===== config.mk =====
export PLATFORM = sky130hd
export DESIGN_NAME = pp_accumulator
export DESIGN_NICKNAME = d
export VERILOG_FILES = /design/src/rtl/pp_pkg.sv /design/src/rtl/pp_accumulator.sv
export SDC_FILE = /design/constraint.sdc
export NUM_CORES = 1
export LEC_CHECK = 0
export CAP_MARGIN = 20
export CELL_PAD_IN_SITES_DETAIL_PLACEMENT = 1
export CELL_PAD_IN_SITES_GLOBAL_PLACEMENT = 2
export CORE_ASPECT_RATIO = 1.2
export CORE_MARGIN = 3
export CORE_UTILIZATION = 34
export DETAILED_ROUTE_END_ITERATION = 7
export HOLD_SLACK_MARGIN = 0.03
export PLACE_DENSITY = 0.85
export SLEW_MARGIN = 40
export SYNTH_ARGS = -nofsm -noshare
export SYNTH_HDL_FRONTEND = slang
export SYNTH_SLANG_ARGS = --single-unit
export TNS_END_PERCENT = 5

===== constraint.sdc =====
create_clock -name clk -period 7.2 [get_ports clk]
set_input_delay 1.08 -clock clk [delete_from_list [all_inputs] [get_ports clk]]
set_output_delay 1.08 -clock clk [all_outputs]
set_load 0.02 [all_outputs]

===== src/rtl/pp_pkg.sv =====
// Shared defaults and state encoding for the
// partial-product accumulator.
package pp_pkg;

  localparam int PP_W_DEFAULT   = 8;
  localparam int NUM_PP_DEFAULT = 4;

  typedef enum logic [1:0] {
    IDLE = 2'd0,
    ACC  = 2'd1,
    DONE = 2'd2
  } state_t;

endpackage


===== src/rtl/pp_accumulator.sv =====
// Sequential partial-product accumulator: latches a set,
// sums it one term per cycle, and holds the result until taken.
module pp_accumulator
  import pp_pkg::*;
#(
  parameter int PP_W   = PP_W_DEFAULT,
  parameter int NUM_PP = NUM_PP_DEFAULT
) (
  input  logic                   clk,
  input  logic                   rst_n,
  input  logic                   in_valid,
  output logic                   in_ready,
  input  logic [NUM_PP*PP_W-1:0] pp_bus,
  output logic                   out_valid,
  input  logic                   out_ready,
  output logic [PP_W-1:0]        product,
  output logic                   busy
);

  localparam int IDX_W = (NUM_PP > 1) ? $clog2(NUM_PP) : 1;
  localparam logic [IDX_W-1:0] LAST = IDX_W'(NUM_PP - 1);

  state_t                 state;
  logic [NUM_PP*PP_W-1:0] pp_q;
  logic [PP_W-1:0]        acc;
  logic [PP_W-1:0]        pp_sel;
  logic [IDX_W-1:0]       idx;

  assign in_ready = (state == IDLE);
  assign busy     = (state != IDLE);
  assign product  = acc;
  assign pp_sel   = pp_q[int'(idx)*PP_W +: PP_W];

  always_ff @(posedge clk or negedge rst_n) begin
    if (!rst_n) begin
      state     <= IDLE;
      pp_q      <= '0;
      acc       <= '0;
      idx       <= '0;
      out_valid <= 1'b0;
    end else begin
      unique case (state)
        IDLE: begin
          if (in_valid) begin
            pp_q  <= pp_bus;
            acc   <= '0;
            idx   <= '0;
            state <= ACC;
          end
        end
        ACC: begin
          acc <= acc + pp_sel;
          // idx parks on the last term so it never wraps
          if (idx == LAST) begin
            state     <= DONE;
            out_valid <= 1'b1;
          end else begin
            idx <= idx + 1'b1;
          end
        end
        DONE: begin
          if (out_ready) begin
            state     <= IDLE;
            out_valid <= 1'b0;
          end
        end
        default: begin
          state     <= IDLE;
          out_valid <= 1'b0;
        end
      endcase
    end
  end

endmodule


# Yosys cells after proc, flatten, opt, wreduce, memory -nomap -nowiden
# Cells that the tools add are included.
[classes]
add_sub_neg = 2
bitwise_logic = 1
n_eq_ne = 7
muxes = 12
n_reduce_logical = 8
shift = 1
[ops]
columns = ["op", "n"]
rows = [
  ["indexed part select 32 x 6 -> 8 bit", 1],
  ["one-hot mux 8 bit (2 select lines)", 1],
  ["two-way mux 2 bit", 5],
  ["AND reduction 3 bit", 3],
  ["adder 8 bit", 1],
  ["two-way mux 8 bit", 1],
  ["inequality test 2 bit, second input constant", 4],
  ["one-hot mux 2 bit (3 select lines)", 1],
  ["== test 2 bit, second input constant", 2],
  ["one-hot mux 2 bit (2 select lines)", 1],
  ["AND reduction 2 bit", 2],
  ["nonzero test 2 bit", 2],
  ["one-hot mux 1 bit (3 select lines)", 1],
  ["adder 2 x 1 -> 2 bit, second input constant", 1],
  ["== test 2 x 1 -> 1 bit, second input constant", 1],
  ["zero test 2 bit", 1],
  ["two-way mux 1 bit", 2],
  ["NOT 1 bit", 1],
]
[totals]
input_bits = 36
out_inout_bits = 11
reg_bits = 45
wordCells = 36

# Logic depth before layout (Yosys ltp)
# Gate-level depths: netlist (run 1).
[logic_depth]
depth_word = 3
ltp_mapped = 9

# Worst setup path after synthesis (run 1)
# No wires, ideal clock.
[synth_timing]
path_kind = "flip-flop to flip-flop"
start = "reg idx[0]"
end = "reg acc[6], in the netlist product[6]"
arrival_ns = 2.405
path_stages_with_launch = 10
slack_ns = 4.670
period_less_slack_ns = 2.530
t_required_ns = 7.075
n_path_buf = 1
cell_sequence = "dfrtp_1 > buf_6 > mux4_1 > ha_1 > fa_1 > a21o_1 > a21o_1 > a21oi_1 > mux2i_1 > nand2_1"
[synth_between]
elab_chain_cells = 3
[synth_rtl]
columns = ["element", "line", "source"]
rows = [
  ["start: declaration", "pp_accumulator.sv:27", "logic [IDX_W-1:0] idx;"],
  ["start signal: assignment", "pp_accumulator.sv:58", "idx <= idx + 1'b1;"],
  ["indexed part select 32 x 6 -> 8 bit", "pp_accumulator.sv:32", "assign pp_sel = pp_q[int'(idx)*PP_W +: PP_W];"],
  ["adder 8 bit", "pp_accumulator.sv:52", "acc <= acc + pp_sel;"],
  ["one-hot mux 8 bit (2 select lines)", "pp_accumulator.sv:42", "unique case (state)"],
  ["end signal: assignment", "pp_accumulator.sv:52", ""],
  ["end: declaration", "pp_accumulator.sv:25", "logic [PP_W-1:0] acc;"],
]
# No other way between the ends.
# A chain may end at the register's enable or synchronous reset.

# Final worst setup path (run 1)
# Ends and elaborated chain as after synthesis.

==> flow_metrics.env, run 1 <==
export IMPL_status="completed"
export IMPL_power_frac_seq_pct=33.7
export IMPL_synth_fp_nets=274
export IMPL_crit_path_top_delay_cell="dfrtp_1"
export IMPL_yosys_cell_types_count=35
export IMPL_dieWidth_um=80.3
export IMPL_min_period_over_period_pct=40.6
export IMPL_fin_skew_ns=0.00960
export IMPL_combinationalPowerShare_pct=52.1
export IMPL_powerDensity_nw_per_um2=485
export IMPL_final_cell_mix="nand2_1, dfrtp_1, clkdlybuf4s50_1"
export IMPL_slew_headroom_pct=52.7
export IMPL_worst_pin_slew_ns=0.710
export IMPL_critPathBufInv=0
export IMPL_dpl_cell_count=346
export IMPL_num_vias=1700
export IMPL_gp_congestion=0.730
export IMPL_initial_core_util_pct=36.1
export IMPL_cts_tree="built"
export IMPL_io_pins=47
export IMPL_fin_crit_ns=2.93
export IMPL_syn2layout_area_growth_pct=27.4
export IMPL_p_int_uw=843
export IMPL_numPortBuffers=46
export IMPL_yosys_top_cells_area="dfrtp_1, nand2_1, mux4_1"
export IMPL_startpoint_type="flop"
export IMPL_vdd_drop_max_v=0.000142
export IMPL_grt_overflow=0
export IMPL_fin_ws_ns=4.27
export IMPL_rows=31
export IMPL_drt_pre_antenna_iters=3
export IMPL_hold_class="reg2reg"
export IMPL_wl_um=4940
export IMPL_cp_common_cell="a21o_1"
export IMPL_cts_clk_slew_worst_paths_ns=0.09
export IMPL_synth_area_um2=2250
export IMPL_layout_commonest_cell="nand2_1"
export IMPL_yosysWarnings=0
export IMPL_ys_ff_latch=45
export IMPL_swShare_pct=39.5
export IMPL_htree_levels=2
export IMPL_crit_fanout=10
export IMPL_fmax_mhz=342
export IMPL_stdcell_count=354
export IMPL_required_ns=7.38
export IMPL_synth_top_area_share_pct=49.9
export IMPL_fin_nets=316
export IMPL_grt_pass1_vias=1774
export IMPL_crit_arrival_ns=3.10
export IMPL_cts_root_buf="clkbuf_8"
export IMPL_drv_cap=0
export IMPL_power_frac_clock_pct=14.2
export IMPL_cts_num_sinks=45
export IMPL_diodes=0
export IMPL_fin_setup_tns_ns=0
export IMPL_dp_slack_ns=4.24
export IMPL_path_class="reg2reg"
export IMPL_post_cts_buffers=0
export IMPL_place_hpwl_um=3440
export IMPL_p_sw_uw=551
export IMPL_clk_latency_ns=0.30
export IMPL_max_stage_delay_ns=0.67
export IMPL_final_cell_area_um2=2870
export IMPL_yosysSeqAreaShare_pct=49.9
export IMPL_ctsResizeCount=0
export IMPL_hold_viol=0
export IMPL_dpl_instance_area_um2=2760
export IMPL_routed_via_density=4.80
export IMPL_fp_coreArea_um2=6240
export IMPL_end_kind="flop"
export IMPL_grt_max_degree=46
export IMPL_die_area_um2=7650
export IMPL_syn_area_per_cell_um2=9.85
export IMPL_wire_per_inst_um=13.9
export IMPL_initialDrtViolationCount=35
export IMPL_setup_viol=0
export IMPL_path_delay_family="multiplexers"
export IMPL_rsz0062_at_grt="false"
export IMPL_antenna_found_initial=0
export IMPL_synth_top_area_cell="dfrtp_1"
export IMPL_grt_total_usage_pct=14.1
export IMPL_numCtsBuffers=5
export IMPL_leakagePower_uw=0.00140
export IMPL_ctsHoldBuffers=0
export IMPL_drc_errors=0
export IMPL_slew_viol_final=0
export IMPL_ant_nets=0
export IMPL_syn_inst=229
export IMPL_path_cells="mux4_1, ha_1, fa_1, a21o_1, a21o_1, a21oi_1, mux2i_1, nand2_1"
export IMPL_dieHeight_um=95.2
export IMPL_drive_gt1_share_pct=6.25
export IMPL_clockBufferDepth=2
export IMPL_hold_ws_ns=0.472
export IMPL_grt_pass1_wl_um=8310
[sequential cells by signal, summed over array words and instances, names as in the netlist]
signal,flops
idx,2
out_valid,1
pp_q,32
product,8
state,2
[metrics by stage]
stage	total power [uW]	utilization, %
after floorplan	1010	-
after global placement	1190	44.1
after detailed placement	1210	44.1
after CTS	1420	46.0
after global routing	1530	46.0
final	1390	46.0
[worst register-to-register path, cell delays in order (launching register included)]
cell and delay, ns:
dfrtp_1 0.67, mux4_1 0.65, ha_1 0.24, fa_1 0.42
a21o_1 0.20, a21o_1 0.19, a21oi_1 0.18, mux2i_1 0.20
nand2_1 0.06
[Yosys cell counts, drive strengths merged]
cell,number
mux4,8
nand2b,2
nor3b,3
a21o,4
mux2,1
clkbuf,4
nor3,2
ha,8
xnor2,3
a311oi,1
a22o,1
mux2i,2
a31oi,1
and2,1
dfrtp,45
nand4,1
o22ai,1
a31o,1
nor4b,1
buf,8
inv,5
nor2,4
o21a,1
nand2,101
xor2,1
a21oi,4
o21ai,7
nand3,7
fa,1
[power groups by stage]
stage          Clock (uW)  Combinational (uW)  Sequential [uW]
2_1_floorplan           0                 552              463
3_5_place_dp            0                 737              476
5_1_grt               213                 831              489
6_report              198                 726              469
4_1_cts               205                 742              473
3_3_place_gp            0                 715              471
[metal layers]
layer,vias up,wire [um],global-route usage [%],share of wire (%)
li1,842,-,-,-
met1,821,2250,18.3,46
met2,31,2440,23.2,49
met3,6,178,3.40,3.6
met4,0,69,4.79,1.4
met5,-,0,0,0
[layout make-up]
class	instances	area, um2
Fill cell	717	3370
Sequential cell	45	1130
Multi-Input combinational cell	167	1040
Timing Repair Buffer	47	465
Tap cell	82	103
Clock buffer	7	86.3
Clock inverter	1	30.0
Inverter	5	18.8
[final timing paths]
kind	start	endpoint	slack, ns	cells after the start
worst max-delay path	idx[0]$_DFFE_PN0P_	product[6]$_DFFE_PN0P_	4.27	8
worst min-delay path	pp_q[13]$_DFFE_PN0P_	pp_q[13]$_DFFE_PN0P_	0.47	2
worst max register to register	idx[0]$_DFFE_PN0P_	product[6]$_DFFE_PN0P_	4.27	8
worst min register to register	pp_q[13]$_DFFE_PN0P_	pp_q[13]$_DFFE_PN0P_	0.47	2
max in group asynchronous	rst_n	product[6]$_DFFE_PN0P_	6.02	1
min in group asynchronous	rst_n	pp_q[9]$_DFFE_PN0P_	0.77	1
[kinds of logic after synthesis]
logic type | share of synthesized area, %
AND/OR/NAND/NOR | 22.4
multiplexers | 10.5
XOR/XNOR | 1.55
flip-flops | 49.9
AO/OA/AOI/OAI | 6.33
buffers and inverters | 3.88
adder cells (fa/ha/maj) | 5.33
Power figures use the tool's default switching activity.
==> inputs of run 2 (changes only) <==
CORE_UTILIZATION = 31   (was 34)
PLACE_DENSITY = 0.78   (was 0.85)
clock period = 2.7 ns   (was 7.2 ns; I/O delays follow)
==> run 2 against run 1 <==
  * Total power grew to 2.8 times the previous value
  * Clock power grew to 2.7 times the previous value
  * Global-route usage down 1.2 points
  * Clock-buffer cell count fell by 1
  * Critical endpoint is now product[7]$_DFFE_PN0P_
  * Critical path type unchanged
==> flow_metrics.env, run 2 (synthesized netlist as in run 1, its figures left out) <==
export IMPL_fmax_mhz=396
export IMPL_hold_class="in2async"
export IMPL_startpoint_type="flop"
export IMPL_clk_latency_ns=0.29
export IMPL_stdcell_count=365
export IMPL_path_delay_family="multiplexers"
export IMPL_powerDensity_nw_per_um2=1310
export IMPL_drc_errors=0
export IMPL_htree_levels=2
export IMPL_dieHeight_um=99.4
export IMPL_clockBufferDepth=2
export IMPL_rows=33
export IMPL_min_period_over_period_pct=93.5
export IMPL_timing_rr_start="idx[0]$_DFFE_PN0P_"
export IMPL_cts_tree="built"
export IMPL_startpoint="idx[0]$_DFFE_PN0P_"
export IMPL_fin_skew_ns=0.00472
export IMPL_hold_viol=0
export IMPL_diodes=0
export IMPL_initial_core_util_pct=32.5
export IMPL_io_pins=47
export IMPL_crit_arrival_ns=2.74
export IMPL_reg2reg_setup_slack_ns=0.18
export IMPL_status="completed"
export IMPL_num_vias=1726
export IMPL_crit_fanout=6
export IMPL_ant_nets=0
export IMPL_grt_overflow=0
export IMPL_numCtsBuffers=5
export IMPL_antenna_found_initial=0
export IMPL_reg2reg_to="product[7]$_DFFE_PN0P_"
export IMPL_grt_max_degree=46
export IMPL_grt_total_usage_pct=12.9
export IMPL_worstSetupEndpoint="product[7]$_DFFE_PN0P_"
export IMPL_drt_pre_antenna_iters=4
export IMPL_max_stage_delay_ns=0.58
export IMPL_die_area_um2=8340
export IMPL_cts_root_buf="clkbuf_8"
export IMPL_slew_viol_final=0
export IMPL_worst_pin_slew_ns=0.581
export IMPL_syn2layout_area_growth_pct=30.0
export IMPL_wl_um=5110
export IMPL_setup_viol=0
export IMPL_slew_headroom_pct=61.3
export IMPL_drive_gt1_share_pct=9.71
export IMPL_path_class="reg2reg"
export IMPL_fp_coreArea_um2=6940
export IMPL_leakagePower_uw=0.00142
export IMPL_largest_reg_flops=32
export IMPL_drv_cap=0
export IMPL_dpl_cell_count=357
export IMPL_grt_pass1_wl_um=8630
export IMPL_final_cell_area_um2=2930
export IMPL_required_ns=2.92
export IMPL_dieWidth_um=83.9
export IMPL_fin_nets=322
export IMPL_critPathBufInv=1
export IMPL_post_cts_buffers=0
export IMPL_layout_commonest_cell="nand2_1"
export IMPL_final_cell_mix="nand2_1, dfrtp_1, clkdlybuf4s50_1"
export IMPL_numPortBuffers=46
export IMPL_vdd_drop_max_v=0.000433
export IMPL_initialDrtViolationCount=46
export IMPL_path_cells="buf_4, mux4_1, ha_1, a21o_2, a31o_4, o21a_1, nor3_2, mux2i_1"
export IMPL_dpl_instance_area_um2=2810
export IMPL_place_hpwl_um=3890
export IMPL_largest_register="pp_q"
export IMPL_end_kind="flop"
export IMPL_cp_depth=8
export IMPL_p_total_uw=3840
export IMPL_cts_clk_slew_worst_paths_ns=0.08
export IMPL_rsz0062_at_grt="true"
export IMPL_fin_crit_ns=2.52
export IMPL_crit_path_top_delay_cell="mux4_1"
export IMPL_reg2regPathDepth=8
export IMPL_grt_pass1_vias=1776
export IMPL_cts_num_sinks=45
export IMPL_utilization_pct=42.2
export IMPL_gp_congestion=0.773
export IMPL_wire_per_inst_um=14.0
export IMPL_routed_via_density=4.73
[run 2: cell types whose count changed in the layout (fill, tap and decap cells not counted), sizes merged]
cell      previous run  this run
clkinvlp             0         1
buf                  2         8
clkbuf               7         6
[run 2: worst min-delay path by stage]
| stage | startpoint | cells after the start | endpoint |
|---|---|---|---|
| 2_1_floorplan | rst_n | 0 | idx[0]$_DFFE_PN0P_ |
| 3_3_place_gp | pp_q[13]$_DFFE_PN0P_ | 2 | pp_q[13]$_DFFE_PN0P_ |
| 3_5_place_dp | rst_n | 1 | out_valid$_DFFE_PN0P_ |
| 4_1_cts | rst_n | 1 | product[5]$_DFFE_PN0P_ |
| 5_1_grt | rst_n | 1 | product[7]$_DFFE_PN0P_ |
| 6_report | rst_n | 1 | out_valid$_DFFE_PN0P_ |
[run 2: worst register-to-register path, stage by stage (launching register included)]
cell and delay [ns]:
dfrtp_1 0.41, buf_4 0.20, mux4_1 0.58, ha_1 0.31
a21o_2 0.21, a31o_4 0.24, o21a_1 0.18, nor3_2 0.13
mux2i_1 0.20
[run 2: cell type report]
type / instances / area [um2]
Multi-Input combinational cell: 167 / 1050
Sequential cell: 45 / 1130
Clock inverter: 2 / 37.5
Clock buffer: 6 / 82.6
Tap cell: 87 / 109
Inverter: 5 / 18.8
Fill cell: 791 / 4010
Timing Repair Buffer: 53 / 510
[run 2: metrics by stage]
stage               TNS, ns  setup slack [ns]  hold slack [ns]
floorplan                 0             0.170            0.109
global placement          0             0.205            0.454
detailed placement        0             0.127            0.448
CTS                       0             0.112            0.125
global route        -0.0172           -0.0172            0.142
finish                    0             0.176           0.0959
[run 2: metal layers]
layer / GRT usage, % / up-vias / share of wire (%)
met4: 3.71 / 0 / 0
met1: 16.4 / 842 / 46
met2: 22.6 / 28 / 51
met3: 2.24 / 0 / 2.7
met5: 0 / - / 0
li1: - / 856 / -
[run 2: repair_timing]
action / CTS / global route
endpoints found under the setup margin: 0 / 2
hold buffers: 0 / 0
gates resized for setup: 0 / 4
[run 2: report_power, final]
group	leakage (uW)	switching, uW	internal [uW]
registers	0.000557	220	1010
logic	0.000803	1070	1010
clock network	0.0000574	225	301
total	0.00142	1510	2320
